File: src/rtl/instruction_memory_if.sv
// Fetch-address bus and program-loader byte stream for instruction_memory.
// The slave side is the memory; the master side holds the fetch unit and the loader.
interface instruction_memory_if #(
  parameter int unsigned DEPTH_LOG2 = 8,
  parameter int unsigned DATA_W     = 8
);
  logic                  im_abus_valid;
  logic [DEPTH_LOG2-1:0] im_abus_data;
  logic [DATA_W-1:0]     im_data;
  logic                  im_data_valid;
  logic                  ld_start;
  logic                  ld_valid;
  logic [DATA_W-1:0]     ld_data;
  logic                  ld_end;
  logic                  ld_ready;
  logic                  ld_done;
  logic [DEPTH_LOG2:0]   ld_count;

  modport slave (
    input  im_abus_valid, im_abus_data, ld_start, ld_valid, ld_data, ld_end,
    output im_data, im_data_valid, ld_ready, ld_done, ld_count
  );

  modport master (
    output im_abus_valid, im_abus_data, ld_start, ld_valid, ld_data, ld_end,
    input  im_data, im_data_valid, ld_ready, ld_done, ld_count
  );
endinterface

File: src/rtl/instruction_memory.sv
// Program store: answers PC fetches with one cycle of latency, and is filled
// sequentially from address 0 through a valid/ready byte-load port.
module instruction_memory #(
  parameter int unsigned DEPTH_LOG2 = 8,
  parameter int unsigned DATA_W     = 8
) (
  input  logic                 clk,
  input  logic                 reset,
  instruction_memory_if.slave  bus
);

  localparam int unsigned DEPTH = 1 << DEPTH_LOG2;
  localparam int unsigned CW    = DEPTH_LOG2 + 1;

  typedef enum logic {RUN, LOAD} state_e;

  state_e              state_q, state_d;
  logic [CW-1:0]       wr_ptr_q, wr_ptr_d;
  logic [CW-1:0]       ld_count_q, ld_count_d;
  logic [DATA_W-1:0]   im_data_q, im_data_d;
  logic                im_data_valid_q, im_data_valid_d;
  logic                ld_ready_q, ld_ready_d;
  logic                ld_done_q, ld_done_d;
  logic                mem_we_c;
  logic [DEPTH_LOG2-1:0] wr_addr_c;

  logic [DATA_W-1:0]   mem [DEPTH];

  assign wr_addr_c = wr_ptr_q[DEPTH_LOG2-1:0];

  // Next-state and output logic.
  always_comb begin
    state_d         = state_q;
    wr_ptr_d        = wr_ptr_q;
    ld_count_d      = ld_count_q;
    im_data_d       = im_data_q;
    im_data_valid_d = 1'b0;
    ld_ready_d      = ld_ready_q;
    ld_done_d       = 1'b0;
    mem_we_c        = 1'b0;

    case (state_q)
      RUN: begin
        ld_ready_d = 1'b0;
        // A fetch in the same cycle as ld_start is still answered.
        if (bus.im_abus_valid) begin
          im_data_d       = mem[bus.im_abus_data];
          im_data_valid_d = 1'b1;
        end
        if (bus.ld_start) begin
          state_d    = LOAD;
          wr_ptr_d   = '0;
          ld_count_d = '0;
          ld_ready_d = 1'b1;
        end
      end
      LOAD: begin
        im_data_d  = '0;
        ld_ready_d = 1'b1;
        if (bus.ld_start) begin
          wr_ptr_d   = '0;
          ld_count_d = '0;
        end else if (bus.ld_valid && ld_ready_q) begin
          mem_we_c   = 1'b1;
          wr_ptr_d   = wr_ptr_q + CW'(1);
          ld_count_d = ld_count_q + CW'(1);
          // Last beat or store full: the pointer never wraps.
          if (bus.ld_end || (wr_ptr_q == CW'(DEPTH - 1))) begin
            state_d    = RUN;
            ld_done_d  = 1'b1;
            ld_ready_d = 1'b0;
          end
        end
      end
      default: state_d = RUN;
    endcase
  end

  // Control and output registers.
  always_ff @(posedge clk or posedge reset) begin
    if (reset) begin
      state_q         <= RUN;
      wr_ptr_q        <= '0;
      ld_count_q      <= '0;
      im_data_q       <= '0;
      im_data_valid_q <= 1'b0;
      ld_ready_q      <= 1'b0;
      ld_done_q       <= 1'b0;
    end else begin
      state_q         <= state_d;
      wr_ptr_q        <= wr_ptr_d;
      ld_count_q      <= ld_count_d;
      im_data_q       <= im_data_d;
      im_data_valid_q <= im_data_valid_d;
      ld_ready_q      <= ld_ready_d;
      ld_done_q       <= ld_done_d;
    end
  end

  // Store contents survive reset.
  always_ff @(posedge clk) begin
    if (mem_we_c) begin
      mem[wr_addr_c] <= bus.ld_data;
    end
  end

  assign bus.im_data       = im_data_q;
  assign bus.im_data_valid = im_data_valid_q;
  assign bus.ld_ready      = ld_ready_q;
  assign bus.ld_done       = ld_done_q;
  assign bus.ld_count      = ld_count_q;

endmodule
File: src/flat_wrapper.sv
// flat-port wrapper written by rule: the top's interface ports become plain ports
module instruction_memory_flat 
#(
  parameter int unsigned DEPTH_LOG2 = 8,
  parameter int unsigned DATA_W     = 8
)
  (clk, reset, bus_im_abus_valid, bus_im_abus_data, bus_ld_start, bus_ld_valid, bus_ld_data, bus_ld_end, bus_im_data, bus_im_data_valid, bus_ld_ready, bus_ld_done, bus_ld_count);
  instruction_memory_if #(.DEPTH_LOG2(DEPTH_LOG2), .DATA_W(DATA_W)) bus_i ();
  input  logic clk;
  input  logic reset;
  input wire logic [$bits(bus_i.im_abus_valid)-1:0] bus_im_abus_valid;
  input wire logic [$bits(bus_i.im_abus_data)-1:0] bus_im_abus_data;
  input wire logic [$bits(bus_i.ld_start)-1:0] bus_ld_start;
  input wire logic [$bits(bus_i.ld_valid)-1:0] bus_ld_valid;
  input wire logic [$bits(bus_i.ld_data)-1:0] bus_ld_data;
  input wire logic [$bits(bus_i.ld_end)-1:0] bus_ld_end;
  output wire logic [$bits(bus_i.im_data)-1:0] bus_im_data;
  output wire logic [$bits(bus_i.im_data_valid)-1:0] bus_im_data_valid;
  output wire logic [$bits(bus_i.ld_ready)-1:0] bus_ld_ready;
  output wire logic [$bits(bus_i.ld_done)-1:0] bus_ld_done;
  output wire logic [$bits(bus_i.ld_count)-1:0] bus_ld_count;
  assign bus_i.im_abus_valid = bus_im_abus_valid;
  assign bus_i.im_abus_data = bus_im_abus_data;
  assign bus_i.ld_start = bus_ld_start;
  assign bus_i.ld_valid = bus_ld_valid;
  assign bus_i.ld_data = bus_ld_data;
  assign bus_i.ld_end = bus_ld_end;
  assign bus_im_data = bus_i.im_data;
  assign bus_im_data_valid = bus_i.im_data_valid;
  assign bus_ld_ready = bus_i.ld_ready;
  assign bus_ld_done = bus_i.ld_done;
  assign bus_ld_count = bus_i.ld_count;
  instruction_memory #(.DEPTH_LOG2(DEPTH_LOG2), .DATA_W(DATA_W)) u_core (.clk(clk), .reset(reset), .bus(bus_i));
endmodule
File: config.mk
export PLATFORM = sky130hd
export DESIGN_NAME = instruction_memory_flat
export DESIGN_NICKNAME = d
export VERILOG_FILES = /design/src/rtl/instruction_memory_if.sv /design/src/rtl/instruction_memory.sv /design/src/flat_wrapper.sv
export SDC_FILE = /design/constraint.sdc
export NUM_CORES = 2
export LEC_CHECK = 0
export ABC_AREA = 1
export BUFFER_PORTS_ARGS = -buffer_cell sky130_fd_sc_hd__buf_2
export CAP_MARGIN = 10
export CORE_MARGIN = 3
export CORE_UTILIZATION = 45
export CTS_BUF_LIST = sky130_fd_sc_hd__clkbuf_4 sky130_fd_sc_hd__clkbuf_8
export CTS_CLUSTER_DIAMETER = 40
export DETAILED_ROUTE_END_ITERATION = 10
export SYNTH_ARGS = -nofsm -noshare
export SYNTH_HDL_FRONTEND = slang
export SYNTH_SLANG_ARGS = --single-unit
File: constraint.sdc
create_clock -name clk -period 3.3 [get_ports clk]
set_clock_uncertainty 0.15 [all_clocks]
set_input_delay 0.66 -clock clk [delete_from_list [all_inputs] [get_ports clk]]
set_output_delay 0.66 -clock clk [all_outputs]
set_load 0.05 [all_outputs]
==> results.md <==
* Hold Crit Class: in2reg
* H-tree Lvls at 5
* Worst vdd ir at a little over 0.0003 V
* Die Wd at about 440 um
* Critical-path cell list: nand2_1, nor2_1, inv_1, nor2_1, nand2_2, buf_4, nor2_1
* Core area at 0.186 mm2
* Tot Pwr at between 0.05 and 0.06 W
* Critical Path Most Common Cell: nor2_1
* GRT overflow at 0
* First-pass GRT wire length at 358 mm
* Post-DR wirelength/cell at 23.5 um
* Vias in the first global route at 55400
* Filler cell count at 16100
* Slowest cell on the critical path: nor2_1
* Top post-synthesis cells by area: edfxtp_1 73%, nand3_1 12%, nand2_1 10%, buf_2 1.6%, nor2_1 1.2%
* Yosys synthesis warning count at 0
* Clock slew at reported path FFs at 0.06 ns
* # IOs at 42
* CTS sink cnt at around 2100
* PwrDens at between 500 and 600 mW/mm2
* Largest net degree at the start of global routing at ~110
* Syn Inst Count at ~7200
* Routed Wire Length at between 200 and 250 mm
* Die Y-Extent at 440 um
* Initial antenna violation count at 6
* Via/cell ratio at between 5 and 6
* Hold Violations, Final at 0
* Hpwl dp at roughly 140 mm
* Prevailing post-synth register cell: edfxtp_1
* R2R Setup Slk at between 0.3 and 0.4 ns
* Setup CP Type: reg2reg
* First-pass iteration count of the detailed router at 6
* Post-CTS Resized at 0
* Data required time of the critical path at ~3.8 ns
* Drc violations at 0
* Post-synthesis async set-or-reset flop share at 0.0140
* WHS at around 0.15 ns
* Routed Antenna Nets at 0
* Total GRT Usage at 0.247
* Max stage delay on crit path at 0.80 ns
* Cell with the most instances after synthesis: nand2_1
* Final period utilization at 0.898
* Fin nets at roughly 7600
* Nature of the critical path endpoint: flip-flop
* Number of CTS-inserted buffers at ~360
* Number of flops mapped to enable cells by yosys at between 2000 and 2500
* CTS tree: built
* Count of cell types in the netlist at 27
* Status: finished, final reports clean
* Initial cell density of the core at 0.454
* Post-synth top area share at 0.727
* Layout cells sized above 1 at 0.135
* RSZ-0062 raised after global routing: false
* Crit path DAT at roughly 3.5 ns
* PortBufs at 41
* Final Critical Period at 2.96 ns
* Post-CTS Setup Repair Bufs at 0
* Area delta synth->final at 14.8%
* Longest Clk Path Bufs at 4
* Max Cap Viol at 0
* Syn Nets at between 7000 and 8000
* Worst setup SP type: flip-flop
* Top post-synthesis cells by count: 2293 x nand2_1, 2048 x edfxtp_1, 1959 x nand3_1, 281 x nor2_1, 274 x buf_2
* Count of pins over their slew limit at 0
* Mapped cell area at approximately 0.085 mm2
* Gp weighted congestion at 0.873
* Fin Setup TNS at 0 ns
* Worst-path maximum fanout at 10
* Slew headroom at 0.201
* Mean post-synth cell area at about 12 um2
* Slew @ Worst Pin at between 1 and 1.5 ns
* Final setup vio count at 0
* Vias post-DR at ~57000
* Synth area leader: edfxtp_1
* DIE AREA at 0.193 mm2
* CTS root buf: clkbuf_8
* Peak Freq at ~340 MHz
* Register bit count reported by yosys at roughly 2100
* Lkg Pwr at roughly 35 nW
* Initial DRC count at 6403
* Sequential area share after synthesis at 0.735
* Clock latency at the later pin of the worst-skew pair at roughly 1.1 ns
* FP Rows at 158
state kept, by name, indices dropped and copies added, names as in the netlist:
signal / cells
u_core.wr_ptr_q: 9
u_core.bus.ld_count: 9
u_core.mem: 2048
u_core.bus.im_data: 8
u_core.bus.im_data_valid: 1
u_core.bus.ld_done: 1
u_core.state_q: 1
per-stage QoR:
stage	instances	area, um2	util	worst slack, ns
final	10300	97200	0.522	0.336
after global routing	10300	97200	0.522	0.233
after CTS	10300	97200	0.522	0.383
after detailed placement	9645	90100	0.484	-0.0838
after global placement	9645	90100	0.484	-0.0968
after floorplan	7168	84600	-	0.585
repair_timing:
action | 4_1_cts | 5_1_grt
hold endpoints to repair | 459 | 0
hold buffers | 17 | 0
endpoints found under the setup margin | 0 | 0
path summary, 6_finish.rpt:
kind                                                         start                                  to  depth (start not counted)
worst max-delay path                      u_core.state_q$_DFF_PP0_        u_core.mem[225][0]$_DFFE_PP_                          7
worst min-delay path                           bus_im_abus_data[6]   u_core.bus.im_data[4]$_DFFE_PP0P_                          5
worst max register to register            u_core.state_q$_DFF_PP0_        u_core.mem[225][0]$_DFFE_PP_                          7
worst min register to register  u_core.bus.ld_count[4]$_DFFE_PP0P_  u_core.bus.ld_count[4]$_DFFE_PP0P_                          1
max in group asynchronous                                    reset   u_core.bus.im_data[6]$_DFFE_PP0P_                          5
min in group asynchronous                                    reset  u_core.bus.im_data_valid$_DFF_PP0_                          5
placed cells by master (no fill, tap or decap):
master and count:
a21oi_1 8, inv_8 4, buf_2 29, dfrtp_1 29, clkbuf_4 121, o32ai_1 2
diode_2 5, inv_6 2, edfxtp_1 2048, buf_8 11, inv_16 1, clkinvlp_4 13
clkinv_2 26, buf_12 93, nand3_1 1948, buf_6 1, inv_1 32, nand2_2 5
inv_4 1, o221a_2 1, dlygate4sd3_1 17, bufinv_16 12, inv_2 1, nand4_1 1
clkbuf_8 371, buf_4 347, clkinv_1 67, nand3_2 11, a211oi_1 1, o21ai_0 8
o21ba_2 1, o22ai_1 1, ha_1 6, nor3_1 6, nor2_1 281, o21a_1 1
clkinv_4 3, a31oi_1 1, nand2_1 2288
critical path: cells and delay by family (launching register included):
| family | cells | cell delay, ns |
|---|---|---|
| buf+inv | 2 | 0.45 |
| simple gates | 5 | 1.51 |
| flops | 1 | 0.40 |
layer usage:
metal | global-route usage | wire length [um] | vias up | share of wire
met5 | 0 | 0 | - | 0
li1 | - | - | 26100 | -
met2 | 0.393 | 113000 | 2499 | 0.47
met4 | 0.100 | 9630 | 0 | 0.040
met3 | 0.0414 | 18900 | 534 | 0.078
met1 | 0.339 | 99500 | 28000 | 0.41
kinds of logic after synthesis:
logic type               count (synthesis)  share of synthesized area
buffers and inverters                  521                     0.0317
AND/OR/NAND/NOR                       4540                      0.230
AO/OA/AOI/OAI                           24                    0.00173
adder cells (fa/ha/maj)                  6                   0.000887
flip-flops                            2077                      0.735
cell type report:
type	instances	area, um2	area share
tap	2480	3100	0.0319
clock buffer	492	6010	0.0619
timing repair buffer	498	4960	0.0510
inverter	37	173	0.00178
antenna	5	12.5	0.000129
sequential	2077	62200	0.640
multi-input combinational	4570	19800	0.204
clock inverter	125	906	0.00932
report_power, final:
part / switching (W) / total [W] / internal (W) / leakage [nW]
Clock: 0.0103 / 0.0229 / 0.0127 / 3.64
Sequential: 0.0000208 / 0.0290 / 0.0290 / 18.8
Combinational: 0.00257 / 0.00352 / 0.000949 / 12.5
Total: 0.0128 / 0.0555 / 0.0426 / 35.0
(Power assumes the default switching activity.)
